==> src/rtl/prog_loader.sv <==
// UART program loader: receives a framed program image (8N1), writes 32-bit words into
// instruction memory and holds the CPU in reset until the image checksum matches.
module prog_loader #(
  parameter int CLK_HZ = 50000000,
  parameter int BAUD   = 115200,
  parameter int ADDR_W = 8
) (
  input  logic        CLK,
  input  logic        RST,
  input  logic        rxd,
  output logic        imem_we,
  output logic [31:0] imem_addr,
  output logic [31:0] imem_wd,
  output logic        cpu_rst_n,
  output logic        busy,
  output logic        err,
  output logic [15:0] word_cnt
);

  localparam int          CLKS_PER_BIT = CLK_HZ / BAUD;
  localparam logic [15:0] BIT_LAST     = 16'(CLKS_PER_BIT - 1);
  localparam logic [15:0] HALF_LAST    = 16'(CLKS_PER_BIT / 2 - 1);
  localparam logic [16:0] MAX_WORDS    = 17'(2 ** ADDR_W);
  localparam logic [7:0]  SYNC_BYTE    = 8'h55;

  typedef enum logic [1:0] {RX_IDLE, RX_START, RX_DATA, RX_STOP} rx_state_t;
  typedef enum logic [2:0] {S_SYNC, S_LEN_HI, S_LEN_LO, S_DATA, S_CSUM, S_RUN, S_ERR} state_t;

  rx_state_t         rx_state_r;
  logic              rxd_meta_r, rxd_sync_r, rxd_prev_r;
  logic [15:0]       rx_cnt_r;
  logic [2:0]        rx_bit_r;
  logic [7:0]        rx_shift_r, rx_byte_r;
  logic              byte_valid_r, frame_err_r;

  state_t            state_r;
  logic [7:0]        len_hi_r, sum_r;
  logic [15:0]       len_r;
  logic [1:0]        lane_r;
  logic [31:0]       word_r;
  logic [ADDR_W-1:0] word_idx_r;
  logic              wr_pend_r;

  // Serial receiver: synchroniser, start-bit validation at half bit, centre sampling.
  always_ff @(posedge CLK or negedge RST) begin
    if (!RST) begin
      rxd_meta_r   <= 1'b1;
      rxd_sync_r   <= 1'b1;
      rxd_prev_r   <= 1'b1;
      rx_state_r   <= RX_IDLE;
      rx_cnt_r     <= 16'd0;
      rx_bit_r     <= 3'd0;
      rx_shift_r   <= 8'd0;
      rx_byte_r    <= 8'd0;
      byte_valid_r <= 1'b0;
      frame_err_r  <= 1'b0;
    end else begin
      rxd_meta_r   <= rxd;
      rxd_sync_r   <= rxd_meta_r;
      rxd_prev_r   <= rxd_sync_r;
      byte_valid_r <= 1'b0;
      frame_err_r  <= 1'b0;
      case (rx_state_r)
        RX_IDLE: begin
          rx_cnt_r <= 16'd0;
          if (rxd_prev_r && !rxd_sync_r) begin
            rx_state_r <= RX_START;
          end else begin
            rx_state_r <= RX_IDLE;
          end
        end
        RX_START: begin
          if (rx_cnt_r == HALF_LAST) begin
            rx_cnt_r   <= 16'd0;
            rx_bit_r   <= 3'd0;
            rx_state_r <= rxd_sync_r ? RX_IDLE : RX_DATA;
          end else begin
            rx_cnt_r <= rx_cnt_r + 16'd1;
          end
        end
        RX_DATA: begin
          if (rx_cnt_r == BIT_LAST) begin
            rx_cnt_r   <= 16'd0;
            rx_shift_r <= {rxd_sync_r, rx_shift_r[7:1]};
            rx_bit_r   <= rx_bit_r + 3'd1;
            if (rx_bit_r == 3'd7) begin
              rx_state_r <= RX_STOP;
            end
          end else begin
            rx_cnt_r <= rx_cnt_r + 16'd1;
          end
        end
        RX_STOP: begin
          if (rx_cnt_r == BIT_LAST) begin
            rx_cnt_r   <= 16'd0;
            rx_state_r <= RX_IDLE;
            if (rxd_sync_r) begin
              byte_valid_r <= 1'b1;
              rx_byte_r    <= rx_shift_r;
            end else begin
              frame_err_r <= 1'b1;
            end
          end else begin
            rx_cnt_r <= rx_cnt_r + 16'd1;
          end
        end
        default: rx_state_r <= RX_IDLE;
      endcase
    end
  end

  // Frame parser, word assembly and memory write; busy/err/cpu_rst_n change with state.
  always_ff @(posedge CLK or negedge RST) begin
    if (!RST) begin
      state_r    <= S_SYNC;
      len_hi_r   <= 8'd0;
      len_r      <= 16'd0;
      sum_r      <= 8'd0;
      lane_r     <= 2'd0;
      word_r     <= 32'd0;
      word_idx_r <= '0;
      wr_pend_r  <= 1'b0;
      imem_we    <= 1'b0;
      imem_addr  <= 32'd0;
      imem_wd    <= 32'd0;
      cpu_rst_n  <= 1'b0;
      busy       <= 1'b0;
      err        <= 1'b0;
      word_cnt   <= 16'd0;
    end else begin
      imem_we <= 1'b0;
      if (wr_pend_r) begin
        imem_we    <= 1'b1;
        imem_addr  <= {{(30 - ADDR_W){1'b0}}, word_idx_r, 2'b00};
        imem_wd    <= word_r;
        word_idx_r <= word_idx_r + ADDR_W'(1);
        word_cnt   <= word_cnt + 16'd1;
        wr_pend_r  <= 1'b0;
      end
      if (frame_err_r) begin
        if (busy) begin
          state_r   <= S_ERR;
          busy      <= 1'b0;
          err       <= 1'b1;
          cpu_rst_n <= 1'b0;
        end
      end else if (byte_valid_r) begin
        case (state_r)
          S_SYNC, S_RUN, S_ERR: begin
            if (rx_byte_r == SYNC_BYTE) begin
              state_r   <= S_LEN_HI;
              busy      <= 1'b1;
              err       <= 1'b0;
              cpu_rst_n <= 1'b0;
              word_cnt  <= 16'd0;
            end
          end
          S_LEN_HI: begin
            len_hi_r <= rx_byte_r;
            state_r  <= S_LEN_LO;
          end
          S_LEN_LO: begin
            len_r      <= {len_hi_r, rx_byte_r};
            sum_r      <= 8'd0;
            lane_r     <= 2'd0;
            word_idx_r <= '0;
            word_cnt   <= 16'd0;
            if ({1'b0, len_hi_r, rx_byte_r} > MAX_WORDS) begin
              state_r <= S_ERR;
              busy    <= 1'b0;
              err     <= 1'b1;
            end else if ({len_hi_r, rx_byte_r} == 16'd0) begin
              state_r <= S_CSUM;
            end else begin
              state_r <= S_DATA;
            end
          end
          S_DATA: begin
            word_r[{lane_r, 3'b000} +: 8] <= rx_byte_r;
            sum_r  <= sum_r + rx_byte_r;
            lane_r <= lane_r + 2'd1;
            if (lane_r == 2'd3) begin
              wr_pend_r <= 1'b1;
              if (word_cnt + 16'd1 == len_r) begin
                state_r <= S_CSUM;
              end
            end
          end
          S_CSUM: begin
            busy <= 1'b0;
            if (rx_byte_r == sum_r) begin
              state_r   <= S_RUN;
              cpu_rst_n <= 1'b1;
            end else begin
              state_r <= S_ERR;
              err     <= 1'b1;
            end
          end
          default: state_r <= S_SYNC;
        endcase
      end
    end
  end

endmodule
==> config.mk <==
export PLATFORM = sky130hd
export DESIGN_NAME = prog_loader
export DESIGN_NICKNAME = d
export VERILOG_FILES = /design/src/rtl/prog_loader.sv
export SDC_FILE = /design/constraint.sdc
export NUM_CORES = 1
export LEC_CHECK = 0
export ABC_AREA = 1
export CORE_MARGIN = 3
export CORE_UTILIZATION = 57
export CTS_CLUSTER_SIZE = 40
export DETAILED_ROUTE_END_ITERATION = 10
export PLACE_DENSITY = 0.91
export RECOVER_POWER = 25
export SKIP_LAST_GASP = 1
export SLEW_MARGIN = 0
export SYNTH_ARGS = -nofsm -noshare
export SYNTH_HDL_FRONTEND = slang
export SYNTH_SLANG_ARGS = --single-unit
==> constraint.sdc <==
create_clock -name CLK -period 2.6 [get_ports CLK]
set_input_delay 0.26 -clock CLK [delete_from_list [all_inputs] [get_ports CLK]]
set_output_delay 0.26 -clock CLK [all_outputs]
set_load 0.01 [all_outputs]
# [Word level (Yosys, flattened, before mapping)]
# Index checks and enable logic that the tools add are counted.
[totals] regBits=180 latch_bits=0 ram_bits=0 rom_bits=0 out_inout_bits=84 wordCells=150 memories=0
[op_classes] addsub=7 n_mul=0 n_div=0 magnitude_cmp=1 eq_ne=27 shifts=2 muxes=63 bitwise_logic=1 reduce_logical=24
[ops] op="2-to-1 mux 16 bit" n=6
[ops] op="one-hot mux 16 bit (3 select lines)" n=1
[ops] op="adder 16 x 1 -> 16 bit (second input constant)" n=2
[ops] op="bitwise mux 32 bit" n=1
[ops] op="2-to-1 mux 8 bit" n=4
[ops] op="one-hot mux 16 bit (2 select lines)" n=1
[ops] op="variable shift 8 x 7 -> 32 bit (first input constant)" n=1
[ops] op="indexed part select 8 x 7 -> 32 bit" n=1
[ops] op="2-to-1 mux 3 bit" n=10
[ops] op="2-to-1 mux 1 bit" n=26
[ops] op="inequality test 3 bit (second input constant)" n=6
[ops] op="AND reduction 3 bit" n=6
[ops] op="equality test 16 bit" n=1
[ops] op="equality test 16 x 8 -> 1 bit (second input constant)" n=1
[ops] op="equality test 16 x 9 -> 1 bit (second input constant)" n=1
[ops] op="greater-than comparator 16 x 9 -> 1 bit (second input constant)" n=1
[ops] op="logical NOT 16 bit" n=1
[ops] op="one-hot mux 8 bit (2 select lines)" n=1
[ops] op="one-hot mux 3 bit (5 select lines)" n=1
[ops] op="equality test 3 bit (second input constant)" n=4
[ops] op="2-to-1 mux 2 bit" n=6
[ops] op="inequality test 2 bit (second input constant)" n=5
[ops] op="AND reduction 5 bit" n=2
[ops] op="adder 8 x 1 -> 8 bit (second input constant)" n=1
[ops] op="other kinds (28)" n=35

# [Depth between registers and ports, before layout]
# Gate-level depths: netlist of the first run.
[depth] word_depth=7 mapped_depth=17

# [Least setup slack after synthesis of the first run]
# No wires, ideal clock.
[synth_path] path_kind="reg-to-reg" from="register lane_r[0]" to="register word_r[0]" t_arrival_ps=1902 required_time_ps=2517 path_slack_ps=615 stages_incl_launch_ff=7 period_less_slack_ps=1985 path_cell_list="dfrtp_1 > clkbuf_1 > inv_1 > ha_1 > nor3b_1 > nand3_1 > o21ai_0"
[synth_via] elab_chain_len=3 word_cells_on_any_way=4 cone_classes="add/sub: 1; shift: 2; mux: 1"
[synth_lines] item="start: declaration" line="39" rtl="logic [1:0] lane_r;"
[synth_lines] item="start signal: assignment" line="181" rtl="lane_r <= lane_r + 2'd1;"
[synth_lines] item="negation 5 -> 7 bit *" line="179" rtl="word_r[{lane_r, 3'b000} +: 8] <= rx_byte_r;"
[synth_lines] item="indexed part select 8 x 7 -> 32 bit or variable shift 8 x 7 -> 32 bit (tied branches)" line="179"
[synth_lines] item="bitwise mux 32 bit *" line="179"
[synth_lines] item="end signal: indexed assignment" line="179"
[synth_lines] item="end: declaration" line="40" rtl="logic [31:0] word_r;"
# Mark *: on every way between the ends. The rest lies on a longest branch, timed or not.
# A chain may end at the register's enable or synchronous reset.

# [Worst setup path in the final report of the first run]
[layout_path] from="register rx_byte_r[2]" to="register sum_r[7]"
[layout_via] elab_chain_len=2
[layout_lines] item="start: declaration" line="33" rtl="logic [7:0] rx_shift_r, rx_byte_r;"
[layout_lines] item="start signal: assignment" line="99" rtl="rx_byte_r <= rx_shift_r;"
[layout_lines] item="adder 8 bit" line="180" rtl="sum_r <= sum_r + rx_byte_r;"
[layout_lines] item="one-hot mux 8 bit (2 select lines)" line="148" rtl="case (state_r)"
[layout_lines] item="end signal: assignment" line="180"
[layout_lines] item="end: declaration" line="37" rtl="logic [7:0] len_hi_r, sum_r;"
# Every way passes these cells.

==> reports/summary.txt, run 1 <==
Worst r2r src = rx_byte_r[2]$_DFFE_PN0P_
Post-detail-place hpwl = 13600 um
Filler cells = 1055
CP Capture Type = flop
Final #Nets = 1148
RSZ-0062 raised after global routing = no
Pin count of the biggest net entering global routing = 71
Die area = 16900 um2
Via density = 5.55
CTS Buffer Depth = 2
CP Class = flop to flop
Post-DRT Antenna Nets = 0
Sequential share of the synthesized area = 0.514
DIE WIDTH = 130 um
Io pins = 87
Setup TNS = 0 ns
#FFs+latches synth = 180
FFs w/ async S/R, synth = 1.00
DR iter-0 viols = 1034
Num CTS Buffers = 17
Final Setup Violations = 0
Core Area = 14800 um2
Chip height = 130 um
CP bufs+invs = 0
Worst clock skew = 0.0117 ns
Worst-margin pin slew = 1.18 ns
Worst R2R Path Depth = 11
DRC = 0
Most common flop cell mapped by yosys = dfrtp_1
Hold Startpoint = rxd_meta_r$_DFF_PN1_
Per-cell routed wire length = 15.0 um
Slew Limit Fails = 0
Clk_lat worst skew = 0.44 ns
Routability Congestion = 0.905
Critical path cell sequence = ha_1 -> a21oi_1 -> nand2_1 -> nand2_1 -> nand2_1 -> a21oi_1 -> nor2_1 -> o21ai_0 -> nand3_1 -> nand2_1 -> o21ai_0
Num Clock Sinks = 180
Most frequent CP cell = nand2_1
First-pass GRT wire length = 32800 um
Synth Area per Inst = 8.28 um2
Vias in the first global route = 6901
H-tree depth = 4
VDD IR max = 0.465 mV
Leak = 4.80 nW
YS warnings = 0
Initial antenna violation count = 0
CP Launch Type = flop
Crit. Startpoint = rx_byte_r[2]$_DFFE_PN0P_
Post-route cell area = 10100 um2
Synth cell types = 42
Yosys top cell area share = 0.505
GRT Resource Usage Total = 0.243
Worst min path class = flop to flop
Slew HR = 0.212
First-pass DRT Iterations = 6
Via count = 7332
CP max FO = 8
RR Endpoint = sum_r[7]$_DFFE_PN0P_
CP max stage delay = 0.49 ns
Total Wirelength = 19800 um
Syn Inst Count = 1059
Status = completed
Row count = 44
Root Buffer = clkbuf_16
Max-Cap Viols = 0
Pre-CTS setup slack = 0.545 ns
Hold path depth = 0
Count of port buffers added during placement = 62
Post-synth EDFFs = 0
Share of cells above drive strength 1 = 0.0660
Post-layout util = 0.682
Gr ovfl total = 0
R2R setup slack = 0.28 ns
Placed inst area = 9500 um2
Final min period = 2.32 ns
Final worst path period share = 0.893
Mapped cell area = 8770 um2
Worst Hold End = rxd_sync_r$_DFF_PN1_
Top cells by area, synth = dfrtp_1 (51%), nand2_1 (12%), o21ai_0 (6.6%)
CTS tree = yes
Postcts setup bufs = 0
Final Hold Fails = 0
Worst path arrival time = 2.65 ns
Ant diodes = 0
Slowest-stage cell, CP = dfrtp_1
Final worst slack = 0.279 ns
Layout area overhead = 15.3%
Cell taking the most area after synthesis = dfrtp_1
Critical Path RT = 2.93 ns
PwrDens = 567 nW/um2
Cell family with most CP delay = compound AO/OA/AOI/OAI gates
Clk slew on worst S/H paths = 0.07 ns
Initial Util = 0.592
FMAX = 431 MHz
Yosys cell counts (7+ instances only):
master and number:
nand2_1 273, buf_4 27, nand4_1 22, nor3_1 14
nor2_1 81, a21oi_1 24, ha_1 20, nor2_4 7
clkbuf_1 16, nor2_2 8, o21ai_0 116, nand3_1 62
inv_1 128, dfrtp_1 177
cell type report:
cell class	instances	area (um2)	share of cell area
Clock buffer	21	460	0.0456
Clock inverter	11	141	0.0140
Inverter	134	503	0.0498
Multi-Input combinational cell	717	3530	0.350
Sequential cell	180	4510	0.446
Tap cell	184	230	0.0228
Timing Repair Buffer	74	729	0.0722
layer usage:
| metal | up-vias | part of all wire | global-route usage |
|---|---|---|---|
| met2 | 278 | 0.50 | 0.411 |
| met3 | 55 | 0.054 | 0.0397 |
| met5 | - | 0 | 0 |
| met4 | 0 | 0.023 | 0.0789 |
| met1 | 3490 | 0.42 | 0.323 |
| li1 | 3509 | - | - |
cells in the final DEF (no fill, tap or decap), types with 6 or more instances in the layout:
| cell type | n |
|---|---|
| nand2_1 | 273 |
| dfrtp_1 | 177 |
| inv_1 | 127 |
| o21ai_0 | 116 |
| nor2_1 | 81 |
| nand3_1 | 62 |
| clkdlybuf4s50_1 | 60 |
| a21oi_1 | 24 |
| conb_1 | 24 |
| nand4_1 | 22 |
| ha_1 | 20 |
| clkbuf_16 | 17 |
| nor3_1 | 14 |
| nor2_2 | 8 |
| buf_4 | 8 |
| inv_2 | 7 |
| nor2_4 | 7 |
| nor4_1 | 6 |
| a211oi_1 | 6 |
state kept, by name (all words and copies together), names as in the netlist, 16 cells and up, named ones only:
| name | flops |
|---|---|
| len_r | 16 |
| word_r | 32 |
| rx_cnt_r | 16 |
| imem_wd | 32 |
| word_cnt | 16 |
power by group:
part	internal, mW	switching (mW)	total [mW]
Combinational	0.0618	0.188	0.250
Clock	1.49	1.13	2.62
Sequential	2.83	0.0303	2.86
Total	4.38	1.34	5.73
repair_timing:
item | 4_1_cts | 5_1_grt
gates resized for setup | 0 | 0
endpoints found under the hold margin | 44 | 0
hold buffers | 1 | 0
cell families after synthesis:
group	count (synthesis)	synth area share
compound gates	174	0.108
simple gates	490	0.246
flops	180	0.514
fa+ha+maj	21	0.0308
xor+xnor	8	0.00799
other cells	1	0.000428
buf+inv	185	0.0925
through the flow:
stage          std cells  hold WS (ns)  power (mW)
2_1_floorplan       1082       -0.0356        3.09
3_3_place_gp        1288         0.217        3.16
3_5_place_dp        1288         0.216        3.17
4_1_cts             1321         0.227        5.76
5_1_grt             1321         0.357        5.92
6_report            1321         0.360        5.73
how the worst max path moves through the flow:
stage | to | slack (ns) | cells past startpoint
2_1_floorplan | word_r[0]$_DFFE_PN0P_ | 0.62 | 6
3_3_place_gp | sum_r[6]$_DFFE_PN0P_ | 0.63 | 9
3_5_place_dp | state_r[2]$_DFFE_PN0P_ | 0.55 | 16
4_1_cts | sum_r[7]$_DFFE_PN0P_ | 0.36 | 11
5_1_grt | state_r[2]$_DFFE_PN0P_ | 0.17 | 16
6_report | sum_r[7]$_DFFE_PN0P_ | 0.28 | 11
Note: power is estimated with default switching activity, not from simulation.
==> run 2: changes to the inputs <==
--- a/config.mk
+++ b/config.mk
@@ -7,10 +7,10 @@
 export LEC_CHECK = 0
 export ABC_AREA = 1
 export CORE_MARGIN = 3
-export CORE_UTILIZATION = 57
+export CORE_UTILIZATION = 55
 export CTS_CLUSTER_SIZE = 40
 export DETAILED_ROUTE_END_ITERATION = 10
-export PLACE_DENSITY = 0.91
+export PLACE_DENSITY = 0.88
 export RECOVER_POWER = 25
 export SKIP_LAST_GASP = 1
 export SLEW_MARGIN = 0
==> run 2 against run 1 <==
Against the previous run: the flow now finishes with violations (max-capacitance violations, max-slew violations); utilization is 2.3 points lower; wire length is 3.7% lower; worst setup slack better by 0.19 ns; largest cell class unchanged; highest routed layer unchanged.
==> reports/summary.txt, run 2 (synthesized netlist as in run 1, its figures left out) <==
CP Launch Type = flop (unchanged)
Total Wirelength = 19100 um (was 19800 um)
Pin count of the biggest net entering global routing = 78 (was 71)
Post-layout util = 0.659 (was 0.682)
Share of cells above drive strength 1 = 0.0677 (was 0.0660)
Cell family with most CP delay = buffers and inverters (was compound AO/OA/AOI/OAI gates)
Critical path cell sequence = clkbuf_1 -> nand2_1 -> nor2_1 -> nand2_1 -> nor2_1 -> inv_1 -> nor2_1 -> xnor2_1 -> nor2_1 (was ha_1 -> a21oi_1 -> nand2_1 -> nand2_1 -> nand2_1 -> a21oi_1 -> nor2_1 -> o21ai_0 -> nand3_1 -> nand2_1 -> o21ai_0)
# resized after CTS = 0 (unchanged)
CTS tree = yes (unchanged)
Count of port buffers added during placement = 62 (unchanged)
Routability Congestion = 0.946 (was 0.905)
Ant diodes = 0 (unchanged)
Placed insts = 1315 (was 1288)
Failing checks = max-capacitance violations, max-slew violations
Core Area = 15400 um2 (was 14800 um2)
Commonest non-fill, non-tap cells in the layout = nand2_1 (273), dfrtp_1 (177), inv_1 (127) (unchanged)
Post-DRT Antenna Nets = 0 (unchanged)
Worst clock skew = 0.0128 ns (was 0.0117 ns)
Post-detail-place hpwl = 13500 um (was 13600 um)
Final min period = 2.13 ns (was 2.32 ns)
DIE WIDTH = 132 um (was 130 um)
Clk slew on worst S/H paths = 0.07 ns (about the same)
Slew HR = -0.249 (was 0.212)
Vias in the first global route = 6719 (was 6901)
P_int = 4.26 mW (was 4.38 mW)
Biggest registers after layout = imem_wd (32), word_r (32) (unchanged)
Max-Cap Viols = 1 (was 0)
Final worst path period share = 0.819 (was 0.893)
Num Clock Sinks = 180 (unchanged)
Net Sw Frac = 0.248 (was 0.235)
CP Class = flop to flop (unchanged)
Sequential Power Share = 0.505 (was 0.499)
Initial antenna violation count = 0 (unchanged)
Worst min path class = flop to flop (unchanged)
Io pins = 87 (unchanged)
PwrDens = 559 nW/um2 (was 567 nW/um2)
DR iter-0 viols = 701 (was 1034)
Combinational Power Share = 0.044 (about the same)
Root Buffer = clkbuf_16 (unchanged)
GRT Resource Usage Total = 0.223 (was 0.243)
CP max FO = 24 (was 8)
Area taken by multi-input logic gates = 3530 um2 (unchanged)
Post-route cell area = 10100 um2 (about the same)
RSZ-0062 raised after global routing = no (unchanged)
DRC = 0 (unchanged)
Commonest non-fill, non-tap cell in the layout = nand2_1 (unchanged)
First-pass GRT wire length = 32200 um (was 32800 um)
Gr ovfl total = 0 (unchanged)
CTS Buffer Depth = 2 (unchanged)
Net switching power = 1.40 mW (was 1.34 mW)
Part of the power in the clock network = 0.451 (was 0.457)
Num CTS Buffers = 17 (unchanged)
Slowest-stage cell, CP = clkbuf_1 (was dfrtp_1)
Critical Path RT = 2.93 ns (about the same)
Worst-margin pin slew = 1.87 ns (was 1.18 ns)
Via density = 5.35 (was 5.55)
Worst path arrival time = 2.46 ns (was 2.65 ns)
Most frequent CP cell = nor2_1 (was nand2_1)
Pre-CTS setup slack = 0.537 ns (was 0.545 ns)
Final #Nets = 1148 (unchanged)
Layout area overhead = 15.6% (was 15.3%)
Seq. cell area = 4510 um2 (unchanged)
Via count = 7218 (was 7332)
Filler cells = 1164 (was 1055)
Final Hold Fails = 0 (unchanged)
CP bufs+invs = 2 (was 0)
Status = complete, but fails checks (was completed)
CP Capture Type = flop (unchanged)
Postcts setup bufs = 0 (unchanged)
Finished Layout Cells = 1348 (was 1321)
Chip height = 132 um (was 130 um)
CP max stage delay = 0.73 ns (was 0.49 ns)
Placed inst area = 9540 um2 (was 9500 um2)
Row count = 45 (was 44)
Setup TNS = 0 ns (unchanged)
Per-cell routed wire length = 14.2 um (was 15.0 um)
Die area = 17500 um2 (was 16900 um2)
FMAX = 470 MHz (was 431 MHz)
Final worst slack = 0.471 ns (was 0.279 ns)
H-tree depth = 4 (unchanged)
Clk_lat worst skew = 0.44 ns (about the same)
Final Setup Violations = 0 (unchanged)
Slew Limit Fails = 76 (was 0)
Leak = 4.79 nW (was 4.80 nW)
Initial Util = 0.570 (was 0.592)
VDD IR max = 0.529 mV (was 0.465 mV)
First-pass DRT Iterations = 5 (was 6)
==> run 2: stage by stage <==
stage	power, mW	hold slack [ns]
after detailed placement	3.17	0.335
after global placement	3.16	0.337
after global routing	5.84	0.370
final	5.66	0.365
after CTS	5.69	0.230
after floorplan	3.09	-0.0356
==> run 2: worst register-to-register path: stages (launching register included) <==
cell      delay, ns
dfrtp_1        0.34
clkbuf_1       0.73
nand2_1        0.16
nor2_1         0.24
nand2_1        0.10
nor2_1         0.10
inv_1          0.06
nor2_1         0.11
xnor2_1        0.13
nor2_1         0.05
==> run 2: power by group through the flow <==
stage                     clock network (mW)  registers [mW]  logic [mW]
after detailed placement                   0            2.91       0.254
after floorplan                            0            2.91       0.185
final                                   2.55            2.86       0.250
after global routing                    2.67            2.86       0.297
after global placement                     0            2.91       0.247
after CTS                               2.57            2.86       0.256
==> run 2: final cells by class <==
class	count	area share
sequential	180	0.445
clock buffer	17	0.0420
tap	211	0.0261
clock inverter	15	0.0165
timing repair buffer	74	0.0720
inverter	134	0.0496
multi-input combinational	717	0.349
==> run 2: final timing paths <==
kind	from	end	slack, ns	cells after the start
setup reg to reg	wr_pend_r$_DFF_PN0_	word_idx_r[7]$_DFF_PN0_	0.47	9
max in group asynchronous	RST	word_cnt[10]$_DFF_PN0_	0.60	3
hold reg to reg	rxd_meta_r$_DFF_PN1_	rxd_sync_r$_DFF_PN1_	0.36	0
hold / removal	rxd_meta_r$_DFF_PN1_	rxd_sync_r$_DFF_PN1_	0.36	0
setup / recovery	wr_pend_r$_DFF_PN0_	word_idx_r[7]$_DFF_PN0_	0.47	9
min in group asynchronous	RST	imem_wd[19]$_DFFE_PN0P_	0.88	2
==> run 2: what timing repair did <==
item                       in CTS  in global routing
hold buffers                    1                  0
hold endpoints to repair       74                  0
setup endpoints to repair       0                  0
==> run 2: per-layer routing <==
layer / up-vias / global-route usage / routed length, um
met1: 3392 / 0.292 / 8220
met5: - / 0 / 0
li1: 3513 / - / -
met2: 265 / 0.375 / 9340
met3: 48 / 0.0435 / 1070
met4: 0 / 0.0779 / 452
==> run 3: changes to the inputs <==
--- a/config.mk
+++ b/config.mk
@@ -7,7 +7,7 @@
 export LEC_CHECK = 0
 export ABC_AREA = 1
 export CORE_MARGIN = 3
-export CORE_UTILIZATION = 55
+export CORE_UTILIZATION = 52
 export CTS_CLUSTER_SIZE = 40
 export DETAILED_ROUTE_END_ITERATION = 10
 export PLACE_DENSITY = 0.88
==> constraint.sdc (replaced) <==
create_clock -name CLK -period 1.9 [get_ports CLK]
set_input_delay 0.19 -clock CLK [delete_from_list [all_inputs] [get_ports CLK]]
set_output_delay 0.19 -clock CLK [all_outputs]
set_load 0.01 [all_outputs]
==> run 3 against run 2 <==
Against the previous run: the flow finishes with violations (negative setup slack); total power increased by 43%; register-to-register slack worse by 0.51 ns; flip-flop and latch count did not move; hold slack got worse by 0.071 ns; final cell count grew 4.2%; count of clock-buffer cells in the layout grew 3; utilization up 1.4 points; clock skew decreased by 0.0011 ns; via count grew 6.5%; sequential power grew 37%; critical path depth is 8 higher; critical endpoint is now state_r[2]$_DFFE_PN0P_; highest routed layer unchanged.
==> reports/summary.txt, run 3 (synthesized netlist as in run 1, its figures left out) <==
Leak = 5.13 nW (was 4.79 nW)
Via density = 5.47 (was 5.35)
CP bufs+invs = 2 (unchanged)
Most frequent CP cell = nand2_1 (was nor2_1)
Worst clock skew = 0.0117 ns (was 0.0128 ns)
Core Area = 16200 um2 (was 15400 um2)
Pin count of the biggest net entering global routing = 70 (was 78)
Layout area overhead = 24.2% (was 15.6%)
CP max FO = 4 (was 24)
Final hold slack = 0.293 ns (was 0.365 ns)
Initial Util = 0.542 (was 0.570)
Share of cells above drive strength 1 = 0.152 (was 0.0677)
Post-detail-place hpwl = 14200 um (was 13500 um)
Num CTS Buffers = 17 (unchanged)
FMAX = 515 MHz (was 470 MHz)
Total Wirelength = 21900 um (was 19100 um)
Root Buffer = clkbuf_16 (unchanged)
Gr ovfl total = 0 (unchanged)
H-tree depth = 4 (unchanged)
Chip height = 136 um (was 132 um)
Clk_lat worst skew = 0.44 ns (about the same)
Final Setup Violations = 6 (was 0)
Post-DRT Antenna Nets = 0 (unchanged)
Pre-CTS setup slack = -0.110 ns (was 0.537 ns)
PwrDens = 744 nW/um2 (was 559 nW/um2)
CP Launch Type = flop (unchanged)
Io pins = 87 (unchanged)
Slew Limit Fails = 0 (was 76)
Max-Cap Viols = 0 (was 1)
Row count = 46 (was 45)
Final #Nets = 1201 (was 1148)
R2R setup slack = -0.04 ns (was 0.47 ns)
Worst min path class = input pin to flop (was flop to flop)
First-pass GRT wire length = 34400 um (was 32200 um)
Status = complete, but fails checks (unchanged)
Slowest-stage cell, CP = dfrtp_1 (was clkbuf_1)
Failing checks = negative setup slack (was max-capacitance violations, max-slew violations)
Worst-margin pin slew = 0.931 ns (was 1.87 ns)
VDD IR max = 0.747 mV (was 0.529 mV)
Routability Congestion = 0.941 (was 0.946)
CTS Buffer Depth = 2 (unchanged)
Worst R2R Path Depth = 17 (was 9)
RSZ-0062 raised after global routing = yes (was no)
DIE WIDTH = 136 um (was 132 um)
Per-cell routed wire length = 15.6 um (was 14.2 um)
Power Total = 8.10 mW (was 5.66 mW)
Num Clock Sinks = 180 (unchanged)
Die area = 18500 um2 (was 17500 um2)
Clk slew on worst S/H paths = 0.07 ns (about the same)
Worst path arrival time = 2.27 ns (was 2.46 ns)
Ant diodes = 0 (unchanged)
Critical path cell sequence = ha_4 -> nand2_4 -> inv_4 -> nor2_4 -> inv_2 -> nand2_2 -> nand2_2 -> nor2_2 -> nand2_1 -> nor2_1 -> nand2_1 -> nor2_1 -> nand2_1 -> nand2_2 -> nand2_2 -> nand2_1 -> nand2_1 (was clkbuf_1 -> nand2_1 -> nor2_1 -> nand2_1 -> nor2_1 -> inv_1 -> nor2_1 -> xnor2_1 -> nor2_1)
Placed inst area = 9840 um2 (was 9540 um2)
Final min period = 1.94 ns (was 2.13 ns)
Cell family with most CP delay = simple AND/OR/NAND/NOR gates (was buffers and inverters)
DRC = 0 (unchanged)
Finished Layout Cells = 1405 (was 1348)
Post-layout util = 0.673 (was 0.659)
Critical Path RT = 2.23 ns (was 2.93 ns)
CTS tree = yes (unchanged)
Final worst path period share = 1.02 (was 0.819)
GRT Resource Usage Total = 0.234 (was 0.223)
Vias in the first global route = 7235 (was 6719)
Final Hold Fails = 0 (unchanged)
Initial antenna violation count = 0 (unchanged)
CP Capture Type = flop (unchanged)
Commonest non-fill, non-tap cell in the layout = nand2_1 (unchanged)
Final worst slack = -0.0407 ns (was 0.471 ns)
Crit path depth = 17 (was 9)
Hold path depth = 1 (was 0)
First-pass DRT Iterations = 6 (was 5)
CP max stage delay = 0.42 ns (was 0.73 ns)
Via count = 7686 (was 7218)
Slew HR = 0.380 (was -0.249)
CP Class = flop to flop (unchanged)
Setup TNS = -0.133 ns (was 0 ns)
Post-route cell area = 10900 um2 (was 10100 um2)
DR iter-0 viols = 704 (was 701)
Biggest registers after layout = imem_wd (32), word_r (32) (unchanged)
Count of port buffers added during placement = 62 (unchanged)
Placed insts = 1355 (was 1315)
Commonest non-fill, non-tap cells in the layout = nand2_1 (263), dfrtp_1 (171), inv_1 (123) (was nand2_1 (273), dfrtp_1 (177), inv_1 (127))
[run 3: cell type report]
class / instances / area [um2]
tap: 216 / 270
timing repair buffer: 127 / 1200
inverter: 134 / 510
multi-input combinational: 717 / 3780
clock buffer: 20 / 447
clock inverter: 11 / 164
sequential: 180 / 4520
fill: 1138 / 5290
[run 3: final timing paths]
path / start / endpoint
max: word_cnt[0]$_DFF_PN0_ / state_r[2]$_DFFE_PN0P_
min: rxd / rxd_meta_r$_DFF_PN1_
max reg2reg: word_cnt[0]$_DFF_PN0_ / state_r[2]$_DFFE_PN0P_
min reg2reg: rxd_meta_r$_DFF_PN1_ / rxd_sync_r$_DFF_PN1_
max in group asynchronous: RST / rx_cnt_r[10]$_DFF_PN0_
min in group asynchronous: RST / word_r[19]$_DFFE_PN0P_
[run 3: repair_timing]
| action | CTS | global route |
|---|---|---|
| setup endpoints to repair | 4 | 55 |
| setup buffers | 5 | 11 |
| gates resized for setup | 6 | 75 |
| cloned | 0 | 2 |
| pin swaps | 4 | 20 |
| hold buffers | 1 | 0 |
| endpoints found under the hold margin | 35 | 0 |
[run 3: worst register-to-register path, cell delays in order, from the launching register on]
cell     delay, ns
dfrtp_1       0.42
ha_4          0.20
nand2_4       0.10
inv_4         0.04
nor2_4        0.09
inv_2         0.05
nand2_2       0.06
nand2_2       0.05
nor2_2        0.12
nand2_1       0.06
nor2_1        0.08
nand2_1       0.06
nor2_1        0.11
nand2_1       0.09
nand2_2       0.11
nand2_2       0.07
nand2_1       0.06
nand2_1       0.05
[run 3: layer usage]
layer,vias to the layer above,global-route usage,share of wire
met2,331,0.385,0.50
met4,0,0.0896,0.030
met1,3674,0.302,0.39
li1,3621,-,-
met5,-,0,0
met3,60,0.0544,0.079
[run 3: report_power, final]
part / internal [mW] / switching, mW
combinational: 0.177 / 0.302
sequential: 3.87 / 0.0523
clock: 2.14 / 1.56
